**config.mk**
```make
export PLATFORM = sky130hd
export DESIGN_NAME = adder_seq_driver
export DESIGN_NICKNAME = d
export VERILOG_FILES = /design/src/rtl/adder_seq_pkg.sv /design/src/rtl/adder_seq_fsm.sv /design/src/rtl/adder_seq_driver.sv
export SDC_FILE = /design/constraint.sdc
export NUM_CORES = 1
export LEC_CHECK = 0
export ABC_AREA = 1
export CAP_MARGIN = 40
export CORE_ASPECT_RATIO = 0.5
export CORE_UTILIZATION = 35
export CTS_CLUSTER_DIAMETER = 50
export DETAILED_ROUTE_END_ITERATION = 8
export SYNTH_ARGS = -nofsm -noshare
export SYNTH_HDL_FRONTEND = slang
export SYNTH_SLANG_ARGS = --single-unit
```
**constraint.sdc**
```tcl
create_clock -name clk -period 2.28 [get_ports clk]
set_input_delay 0.456 -clock clk [delete_from_list [all_inputs] [get_ports clk]]
set_output_delay 0.456 -clock clk [all_outputs]
set_load 0.02 [all_outputs]
```
**src/rtl/adder_seq_pkg.sv**
```systemverilog
// Shared types and constants for the chained-adder sequence driver.
package adder_seq_pkg;

    // Driver sequencing states; the 3-bit encoding leaves two codes unused.
    typedef enum logic [2:0] {
        IDLE = 3'd0,
        PH0  = 3'd1,
        PH1  = 3'd2,
        PH2  = 3'd3,
        WAIT = 3'd4,
        RESP = 3'd5
    } state_t;

    // Adder phase-select codes.
    localparam logic [1:0] ENBL_LD01 = 2'd0;
    localparam logic [1:0] ENBL_LD2  = 2'd1;
    localparam logic [1:0] ENBL_LD3  = 2'd2;
    localparam logic [1:0] ENBL_IDLE = 2'd3;

    // Phase select presented to the adder while the driver sits in a state.
    function automatic logic [1:0] enbl_of(input state_t s);
        logic [1:0] e;
        case (s)
            PH0:     e = ENBL_LD01;
            PH1:     e = ENBL_LD2;
            PH2:     e = ENBL_LD3;
            default: e = ENBL_IDLE;
        endcase
        return e;
    endfunction

endpackage

```
**src/rtl/adder_seq_fsm.sv**
```systemverilog
// Sequencing FSM: owns the state register and result wait counter, issues
// the adder phase select and the load / capture / release strobes.
module adder_seq_fsm
    import adder_seq_pkg::*;
#(
    parameter int RES_DELAY = 2
) (
    input  logic       clk,
    input  logic       rst,
    input  logic       i_req_valid,
    input  logic       i_rsp_ready,
    output logic       o_load,
    output logic       o_capture,
    output logic       o_release,
    output logic [1:0] o_add_enbl,
    output logic       o_req_ready,
    output logic       o_busy
);

    localparam int CW = (RES_DELAY > 1) ? $clog2(RES_DELAY) : 1;

    state_t          r_state;
    state_t          w_next;
    logic [CW-1:0]   r_cnt;
    logic [CW-1:0]   w_cnt_next;
    logic [1:0]      r_add_enbl;
    logic            r_req_ready;
    logic            r_busy;

    // Next-state, wait-counter and strobe decode for the current state.
    always_comb begin
        w_next     = r_state;
        w_cnt_next = r_cnt;
        o_load     = 1'b0;
        o_capture  = 1'b0;
        o_release  = 1'b0;
        case (r_state)
            IDLE: begin
                if (i_req_valid && r_req_ready) begin
                    o_load = 1'b1;
                    w_next = PH0;
                end else begin
                    w_next = IDLE;
                end
            end
            PH0: w_next = PH1;
            PH1: w_next = PH2;
            PH2: begin
                w_cnt_next = CW'(RES_DELAY - 1);
                w_next     = WAIT;
            end
            WAIT: begin
                if (r_cnt == CW'(0)) begin
                    o_capture = 1'b1;
                    w_next    = RESP;
                end else begin
                    w_cnt_next = r_cnt - CW'(1);
                end
            end
            RESP: begin
                if (i_rsp_ready) begin
                    o_release = 1'b1;
                    w_next    = IDLE;
                end else begin
                    w_next = RESP;
                end
            end
            default: w_next = IDLE;
        endcase
    end

    // State, counter and registered control outputs derived from the next state.
    always_ff @(posedge clk or negedge rst) begin
        if (!rst) begin
            r_state     <= IDLE;
            r_cnt       <= CW'(0);
            r_add_enbl  <= ENBL_IDLE;
            r_req_ready <= 1'b0;
            r_busy      <= 1'b0;
        end else begin
            r_state     <= w_next;
            r_cnt       <= w_cnt_next;
            r_add_enbl  <= enbl_of(w_next);
            r_req_ready <= (w_next == IDLE);
            r_busy      <= (w_next != IDLE);
        end
    end

    assign o_add_enbl  = r_add_enbl;
    assign o_req_ready = r_req_ready;
    assign o_busy      = r_busy;

endmodule

```
**src/rtl/adder_seq_driver.sv**
```systemverilog
// Initiator for the three-stage chained adder: accepts a four-operand
// request, steps the adder phases, captures and self-checks the sum, and
// returns it on a valid/ready response channel with op/error counters.
module adder_seq_driver
    import adder_seq_pkg::*;
#(
    parameter int W         = 8,
    parameter int RES_DELAY = 2,
    parameter int CNT_W     = 16
) (
    input  logic             clk,
    input  logic             rst,
    input  logic             req_valid,
    output logic             req_ready,
    input  logic [W-1:0]     req_a,
    input  logic [W-1:0]     req_b,
    input  logic [W-1:0]     req_c,
    input  logic [W-1:0]     req_d,
    output logic             rsp_valid,
    input  logic             rsp_ready,
    output logic [W-1:0]     rsp_sum,
    output logic             rsp_err,
    output logic [W-1:0]     add_in1,
    output logic [W-1:0]     add_in2,
    output logic [W-1:0]     add_in3,
    output logic [W-1:0]     add_in4,
    output logic [1:0]       add_enbl,
    input  logic [W-1:0]     add_out,
    output logic [CNT_W-1:0] ops_done,
    output logic [CNT_W-1:0] err_cnt,
    output logic             busy
);

    logic             w_load;
    logic             w_capture;
    logic             w_release;
    logic [W-1:0]     r_add_in1;
    logic [W-1:0]     r_add_in2;
    logic [W-1:0]     r_add_in3;
    logic [W-1:0]     r_add_in4;
    logic [W-1:0]     r_ref;
    logic [W-1:0]     r_rsp_sum;
    logic             r_rsp_err;
    logic             r_rsp_valid;
    logic [CNT_W-1:0] r_ops_done;
    logic [CNT_W-1:0] r_err_cnt;

    adder_seq_fsm #(
        .RES_DELAY (RES_DELAY)
    ) u_fsm (
        .clk         (clk),
        .rst         (rst),
        .i_req_valid (req_valid),
        .i_rsp_ready (rsp_ready),
        .o_load      (w_load),
        .o_capture   (w_capture),
        .o_release   (w_release),
        .o_add_enbl  (add_enbl),
        .o_req_ready (req_ready),
        .o_busy      (busy)
    );

    // Operands and the modulo-2^W reference are latched at acceptance and
    // held until the next acceptance.
    always_ff @(posedge clk or negedge rst) begin
        if (!rst) begin
            r_add_in1 <= '0;
            r_add_in2 <= '0;
            r_add_in3 <= '0;
            r_add_in4 <= '0;
            r_ref     <= '0;
        end else if (w_load) begin
            r_add_in1 <= req_a;
            r_add_in2 <= req_b;
            r_add_in3 <= req_c;
            r_add_in4 <= req_d;
            r_ref     <= req_a + req_b + req_c + req_d;
        end
    end

    // Response capture and handshake; sum and error stay frozen while valid.
    always_ff @(posedge clk or negedge rst) begin
        if (!rst) begin
            r_rsp_sum   <= '0;
            r_rsp_err   <= 1'b0;
            r_rsp_valid <= 1'b0;
        end else if (w_capture) begin
            r_rsp_sum   <= add_out;
            r_rsp_err   <= (add_out != r_ref);
            r_rsp_valid <= 1'b1;
        end else if (w_release) begin
            r_rsp_valid <= 1'b0;
        end
    end

    // Completed-op counter wraps; error counter saturates at all-ones.
    always_ff @(posedge clk or negedge rst) begin
        if (!rst) begin
            r_ops_done <= '0;
            r_err_cnt  <= '0;
        end else if (w_release) begin
            r_ops_done <= r_ops_done + CNT_W'(1);
            if (r_rsp_err && (r_err_cnt != {CNT_W{1'b1}})) begin
                r_err_cnt <= r_err_cnt + CNT_W'(1);
            end
        end
    end

    assign add_in1   = r_add_in1;
    assign add_in2   = r_add_in2;
    assign add_in3   = r_add_in3;
    assign add_in4   = r_add_in4;
    assign rsp_sum   = r_rsp_sum;
    assign rsp_err   = r_rsp_err;
    assign rsp_valid = r_rsp_valid;
    assign ops_done  = r_ops_done;
    assign err_cnt   = r_err_cnt;

endmodule

```
**Word-level counts from Yosys, hierarchy flattened**

Index checks and enable logic that the tools add are counted.

- Bits in registers: 90
- Bits of input ports: 44
- Output and inout port bits: 78
- Logic and storage cells: 54

- Add/sub/neg operators: 6
- Equality and inequality tests: 10
- Muxes and demuxes: 15
- Reductions and logical operators: 8

Operators with widths:

| cell | count |
|---|---|
| adder 16 x 1 -> 16 bit, second input constant | 2 |
| adder 8 bit | 3 |
| one-hot mux 3 bit (6 select lines) | 1 |
| != test 16 bit, second input constant | 1 |
| == test 3 x 2 -> 1 bit, second input constant | 4 |
| two-way mux 1 bit | 10 |
| != test 8 bit | 1 |
| == test 3 x 1 -> 1 bit, second input constant | 2 |
| == test 3 bit, second input constant | 2 |
| logical NOT 3 bit | 2 |
| two-way mux 3 bit | 2 |
| one-hot mux 2 bit (3 select lines) | 1 |
| nonzero test 2 bit | 2 |
| nonzero test 3 bit | 1 |
| logical AND 1 bit | 2 |
| one-hot mux 1 bit (2 select lines) | 1 |
| AND reduction 2 bit | 1 |
| subtractor 1 bit, second input constant | 1 |

**Logic depth before layout (Yosys ltp)**

Gate-level depths: netlist of run 1.

- Depth after elaboration: 5
- Depth in mapped cells: 14
- Mapped depth without buffers: 14

**Modules after synthesis**

From an unflattened synthesis of run 1, not the netlist that was laid out.

- Cells, all modules: 566
- Area total of the unflattened synthesis: 4,752.1 um2

Modules (own cells, without submodules):

| module | instances | cells an instance | area an instance (um2) | seq. area each (um2) |
|---|---|---|---|---|
| adder_seq_driver | 1 | 527 | 4,372.9 | 2,052.0 |
| adder_seq_fsm | 1 | 39 | 379.1 | 202.7 |

**Worst setup path after synthesis of run 1**

No wires, ideal clock.

- Path type: input to register
- Start: input req_a[1]
- End: register r_ref[7]
- Setup time: 0.118 ns
- Data arrival time: 2.594 ns
- Data required time: 2.162 ns
- Slack: -0.432 ns
- Cell stages on the path: 13
- Cell sequence: inv_1 > fa_1 > inv_1 > fa_1 > ha_1 > inv_1 > fa_1 > inv_1 > nand4_1 > nand3_1 > nand3_1 > nand3_1 > nand2_1

- Cells in the longest elaborated chain, start to end: 3

RTL lines:

| what | RTL line | RTL |
|---|---|---|
| from (decl) | adder_seq_driver.sv:15 | `input logic [W-1:0] req_a,` |
| adder 8 bit (3 in a row) | adder_seq_driver.sv:77 | `r_ref <= req_a + req_b + req_c + req_d;` |
| to (signal assigned) | adder_seq_driver.sv:77 |  |
| to (decl) | adder_seq_driver.sv:41 | `logic [W-1:0] r_ref;` |

Every way passes these cells.
A chain may end at the register's enable or synchronous reset.

**Worst setup path in the final report of run 1**

Same ends and word-level chain as after synthesis.

==> results of run 1 <==
==> through the flow <==
| step | instance area, sq um | setup slack [ns] | total power, W | setup TNS, ns | std cells |
|---|---|---|---|---|---|
| 2_1_floorplan | 4900 | -0.353 | 0.00402 | -1.06 | 600 |
| 3_3_place_gp | 6430 | -1.03 | 0.00532 | -5.75 | 913 |
| 3_5_place_dp | 6430 | -1.05 | 0.00536 | -5.82 | 913 |
| 4_1_cts | 6790 | -0.161 | 0.00699 | -0.386 | 932 |
| 5_1_grt | 6810 | -0.319 | 0.00745 | -0.793 | 932 |
| 6_report | 6810 | -0.182 | 0.00696 | -0.459 | 932 |
==> synth_stat cells <==
cell type and instances:
nor3_1 12, o21ai_4 1, nor3_4 1, nand4_1 15
o21ai_0 31, buf_1 1, buf_6 2, a22oi_1 1
clkbuf_1 4, dfstp_2 2, nand3b_1 2, o22ai_1 1
xnor2_1 13, nor2_2 2, xor2_1 15, a21oi_1 2
nor2_4 1, fa_1 14, nand2_1 236, clkinv_1 2
nand2_2 1, nand4_4 1, nand3b_2 1, buf_2 5
nand3_1 25, nor2_1 33, dfrtp_1 88, nor3_2 1
ha_1 9, inv_1 77, a21o_1 1
==> flip-flops by register name (all words and copies together), names as in the netlist <==
register,cells
u_fsm.r_state,3
r_ref,8
u_fsm.o_add_enbl,2
add_in3,8
add_in1,8
rsp_valid,1
err_cnt,16
rsp_err,1
add_in2,8
u_fsm.r_cnt,1
u_fsm.o_busy,1
u_fsm.o_req_ready,1
rsp_sum,8
ops_done,16
add_in4,8
==> kinds of logic (layout without fill, tap and decap cells) <==
family | Yosys count | after routing | synth area share (%)
and+or+nand+nor | 331 | 331 | 28.7
buffers and inverters | 91 | 237 | 7.48
DFF | 90 | 90 | 46.5
AOI/OAI and AO/OA | 37 | 37 | 4.18
xor gates and xnor gates | 28 | 28 | 5.06
adders and majority gates | 23 | 23 | 8.10
==> metal layers <==
metal  routed length [microns]  GRT usage, %  share of wire, %  vias up
met3                       474          4.52               4.2       11
met1                      5240          21.8                46     1938
met2                      5530          28.8                49       70
met4                       110          4.30              0.97        0
met5                         0             0                 0        -
li1                          -             -                 -     2146
==> critical path, delay by kind of cell <==
family / cells / cell delay [ns]
simple gates: 5 / 0.37
fa+ha+maj: 4 / 1.60
buf+inv: 5 / 0.26
==> worst max-delay path by stage <==
stage	start	slack (ns)	to	cells after the start
CTS	req_b[1]	-0.16	r_ref[7]	14
finish	req_a[1]	-0.18	r_ref[7]	14
global placement	req_a[1]	-1.03	r_ref[7]	14
detailed placement	req_a[1]	-1.05	r_ref[7]	14
floorplan	req_a[1]	-0.35	r_ref[7]	13
global route	req_a[1]	-0.32	r_ref[7]	14
==> cell type report <==
| type | count | area share [%] |
|---|---|---|
| tap | 186 | 3.42 |
| clock inverter | 4 | 0.734 |
| inverter | 79 | 4.57 |
| clock buffer | 12 | 3.76 |
| multi-input combinational | 419 | 34.5 |
| timing repair buffer | 142 | 19.9 |
| sequential | 90 | 33.1 |
==> report_power, final <==
| part | internal, W | switching [W] | leakage [nW] | total (W) |
|---|---|---|---|---|
| registers | 0.00213 | 0.000359 | 1.15 | 0.00248 |
| logic | 0.00139 | 0.00156 | 2.01 | 0.00294 |
| clock network | 0.000909 | 0.000628 | 0.145 | 0.00154 |
==> timing repair <==
item	in CTS	in global routing
resized for setup	76	26
pin swaps	34	26
endpoints found under the setup margin	7	6
buffers inserted	3	0
==> metrics.txt, run 1 <==
status=finished, violations left; failing checks=negative setup slack; I/O pins=roughly 120; share of cells above drive strength 1=roughly 14%; CP peak stage delay=0.56 ns; area leader, netlist=dfrtp_1; reg2reg path depth=7; maximum clock path buffer count=2; largest cells by area after synthesis=dfrtp_1 45%, nand2_1 18%, inv_1 6.0%; GP Congestion=0.834; Final period util=108%; crit start category=primary input; PortBufs=121; grt ovf=0; #FFs+latches synth=90; most common cell after layout, fill and taps aside=nand2_1; Fill cells=1,252; Total Routing Usage GR=17.0%; CTS tree=built; Leak Pwr=3.31 nW; CP Cell Sequence=buf_8 -> inv_8 -> fa_1 -> inv_2 -> fa_1 -> ha_2 -> inv_2 -> fa_2 -> inv_2 -> nand4_1 -> nand3_2 -> nand3_2 -> nand3_2 -> nand2_1; CTS Buf Count=9; Max FO, Critical Path=2; Relative slew margins=62.1%; initial antenna violation count=0; Yosys cell types=31; Worst-path clk slew=0.07 ns; critical path endpoint category=flip-flop; minimum clock period=2.46 ns; reg2reg start=err_cnt[0]; R2R Setup Slk=0.45 ns; Post-Synthesis Cells=600; Setup Skew=approximately 0.0086 ns; initial core utilization=between 30% and 40%; WL final=roughly 11 mm; Worst path slowest cell=fa_1; TritonRoute pass-1 iters=4; Die Ht=85.2 microns; Power Dens Cells=1020 nW/um^2; Core Rows=29; Via-to-Cell Ratio=4.47; Setup Viol. Count Final=3; CP Class=primary input to flip-flop; final core occ=between 50 and 60%; post-route setup slack=-0.182 ns; ant diodes=0; clock sinks=90; Detailed Route Iter0 Violations=about 160; highest clock rate=~400 MHz; routed len/inst=about 12 microns; VDD IR max=between 0.0004 and 0.0005 V; worst skew pair latency=roughly 0.34 ns; Multi-input gate area=roughly 2400 sq um; RSZ-0062 raised after global routing=yes; DRT antenna net count=0; core area=between 10,000 and 15,000 sq um; Min-Delay Path Class=primary input to asynchronous set/reset pin; max cap viols=0; largest net degree at the start of global routing=roughly 60; WP data required=between 2 and 3 ns; clk root buf=clkbuf_16; post-synth top area share=a little under half; Die ar.=~14,000 sq um; H-tree depth=3; number of global-route vias before repair=a little over 4,000; Worst-Margin Slew=approximately 0.57 ns; fin. max-slew vios=0; first-pass GRT wire length=between 15 and 20 mm; HPWL after DPL=around 8.5 mm; Fin. Hold Viols=0; FF+latch area=about 2300 sq um; die extent in x=168 microns; sequential fraction of the synthesis area=46.5%; Hold Worst Slack=between 0.1 and 0.15 ns; final net count=808; worst r2r dst=err_cnt[0]; P&R area growth vs syn=40.5%; synthesized netlist net count=~670; most frequent cells in the layout=232 x nand2_1, 99 x clkdlybuf4s50_1, 88 x dfrtp_1, 53 x inv_1, 32 x nor2_1; DRC viols=0; synth warn=0; routed via count=~4,200; hold_buf cts=0; Critical Path AT=roughly 2.7 ns; synthesized area=4850 sq um; Syn Area/Cell=8.08 sq um
Note: power is estimated with default switching activity, not from simulation.
==> run 2, diff against run 1 <==
--- a/config.mk
+++ b/config.mk
@@ -8,6 +8,7 @@
 export ABC_AREA = 1
 export CAP_MARGIN = 40
 export CORE_ASPECT_RATIO = 0.5
+export CORE_MARGIN = 2
 export CORE_UTILIZATION = 35
 export CTS_CLUSTER_DIAMETER = 50
 export DETAILED_ROUTE_END_ITERATION = 8
==> constraint.sdc (replaced) <==
create_clock -name clk -period 2.59 [get_ports clk]
set_input_delay 0.518 -clock clk [delete_from_list [all_inputs] [get_ports clk]]
set_output_delay 0.518 -clock clk [all_outputs]
set_load 0.02 [all_outputs]
==> metrics.txt, run 2 (synthesis results as in run 1) <==
status=completed (was finished, violations left); placed insts=916 (was 913); CP Class=primary input to flip-flop (unchanged); Critical Path AT=2.78 ns (was 2.69 ns); crit start category=primary input (unchanged); Die ar.=14,900 sq um (was 14,400 sq um); Min-Delay Path Class=primary input to asynchronous set/reset pin (unchanged); most common cell after layout, fill and taps aside=nand2_1 (unchanged); WL final=11.3 mm (was 11.4 mm); Setup crit start=req_c[1] (was req_a[1]); Power Dens Cells=917 nW/um^2 (was 1020 nW/um^2); CTS Buf Count=9 (unchanged); CP Cell Sequence=buf_6 -> inv_4 -> fa_1 -> inv_2 -> fa_1 -> ha_2 -> inv_2 -> fa_2 -> buf_6 -> nor2_4 -> o21ai_2 -> nand2_1 -> o21ai_1 (was buf_8 -> inv_8 -> fa_1 -> inv_2 -> fa_1 -> ha_2 -> inv_2 -> fa_2 -> inv_2 -> nand4_1 -> nand3_2 -> nand3_2 -> nand3_2 -> nand2_1); grt ovf=0 (unchanged); core area=13,600 sq um (was 13,100 sq um); Total Routing Usage GR=16.3% (was 17.0%); first-pass GRT wire length=19.4 mm (about the same); ant diodes=0 (unchanged); Core Rows=30 (was 29); final instance area=6800 sq um (was 6810 sq um); largest net degree at the start of global routing=44 (was 59); initial antenna violation count=0 (unchanged); reg2reg start=err_cnt[0] (unchanged); DRC viols=0 (unchanged); Final period util=between 90 and 100%; DRT antenna net count=0 (unchanged); Worst-Margin Slew=0.587 ns (was 0.569 ns); fin. max-slew vios=0 (unchanged); RSZ-0062 raised after global routing=yes (unchanged); WP data required=2.82 ns (was 2.51 ns); P&R area growth vs syn=40.2% (was 40.5%); Cell Area, Placed=6370 sq um (was 6430 sq um); Setup Skew=0.00736 ns (was 0.00862 ns); worst skew pair latency=0.34 ns (about the same); GP Congestion=0.794 (was 0.834); most frequent cells in the layout=235 x nand2_1, 99 x clkdlybuf4s50_1, 88 x dfrtp_1, 57 x inv_1, 32 x nor2_1 (was 232 x nand2_1, 99 x clkdlybuf4s50_1, 88 x dfrtp_1, 53 x inv_1, 32 x nor2_1); max cap viols=0 (unchanged); number of global-route vias before repair=4,081 (was 4,084); Worst path slowest cell=fa_1 (unchanged); fin cells=937 (was 932); Detailed Route Iter0 Violations=157 (was 159); VDD IR max=0.000433 V (about the same); H-tree depth=3 (unchanged); Via-to-Cell Ratio=4.39 (was 4.47); Setup Viol. Count Final=0 (was 3); Max FO, Critical Path=2 (unchanged); Leak Pwr=3.32 nW (was 3.31 nW); Relative slew margins=60.9% (was 62.1%); CTS tree=built (unchanged); Pwr Total=0.00623 W (was 0.00696 W); HPWL after DPL=8.51 mm (was 8.54 mm); CP peak stage delay=0.56 ns (about the same); Fill cells=1,298 (was 1,252); final net count=807 (was 808); routed via count=4,109 (was 4,165); maximum clock path buffer count=2 (unchanged); initial core utilization=35.8% (was 37.0%); clock sinks=90 (unchanged); final core occ=50.2% (was 52.0%); Fin. Hold Viols=0 (unchanged); TritonRoute pass-1 iters=4 (unchanged); minimum clock period=2.56 ns; clk root buf=clkbuf_16 (unchanged); Die Ht=87.2 microns (was 85.2 microns); routed len/inst=12.1 microns (was 12.2 microns); critical path endpoint category=flip-flop (unchanged); Worst-path clk slew=0.07 ns (about the same); PortBufs=121 (unchanged); die extent in x=170 microns (was 168 microns); highest clock rate=roughly 390 MHz; Hold Worst Slack=0.179 ns (was 0.109 ns); share of cells above drive strength 1=10.9% (was 14.2%); I/O pins=122 (unchanged)
run 2: cell type report:
| type | instances | area (sq um) | area share (%) |
|---|---|---|---|
| Clock buffer | 10 | 239 | 3.51 |
| Clock inverter | 6 | 114 | 1.67 |
| Inverter | 79 | 299 | 4.40 |
| Multi-Input combinational cell | 419 | 2300 | 33.9 |
| Sequential cell | 90 | 2250 | 33.2 |
| Tap cell | 192 | 240 | 3.53 |
| Timing Repair Buffer | 141 | 1350 | 19.8 |
run 2: what timing repair did:
action,in CTS,in global routing
buffers inserted,4,1
hold endpoints to repair,0,0
gates resized for setup,50,9
hold buffers,0,0
gates cloned,0,0
endpoints found under the setup margin,6,4
pin swaps,25,13
run 2: metal layers:
layer | vias to the layer above | global-route usage (%) | part of all wire (%)
met5 | - | 0 | 0
met4 | 0 | 3.89 | 0.90
met3 | 9 | 3.54 | 3.7
met2 | 65 | 28.0 | 48
met1 | 1903 | 21.4 | 47
li1 | 2132 | - | -
run 2: path summary, 6_finish.rpt:
check | end | slack, ns | cells past startpoint
max | r_ref[5] | 0.03 | 13
min | add_in1[3] | 0.18 | 1
max reg2reg | err_cnt[4] | 0.73 | 7
min reg2reg | rsp_sum[1] | 0.48 | 2
max in group asynchronous | rsp_sum[3] | 1.81 | 2
min in group clk | add_in1[1] | 0.45 | 3
run 2: metrics by stage:
step / worst slack [ns] / TNS, ns
after floorplan: -0.119 / -0.119
after global routing: -0.0610 / -0.0982
final: 0.0346 / 0
after CTS: 0.0106 / 0
after detailed placement: -0.745 / -3.86
after global placement: -0.728 / -3.73
run 2: worst max-delay path, delay by kind of cell:
kind	cells	cell delay, ns
simple gates	2	0.17
fa+ha+maj	4	1.62
buf+inv	5	0.34
compound gates	2	0.13
run 2: report_power, final:
group          switching [W]  leakage, nW  internal [W]
logic                0.00134         2.01       0.00119
registers           0.000317         1.15       0.00187
clock network       0.000550        0.165      0.000971
total                0.00220         3.32       0.00403
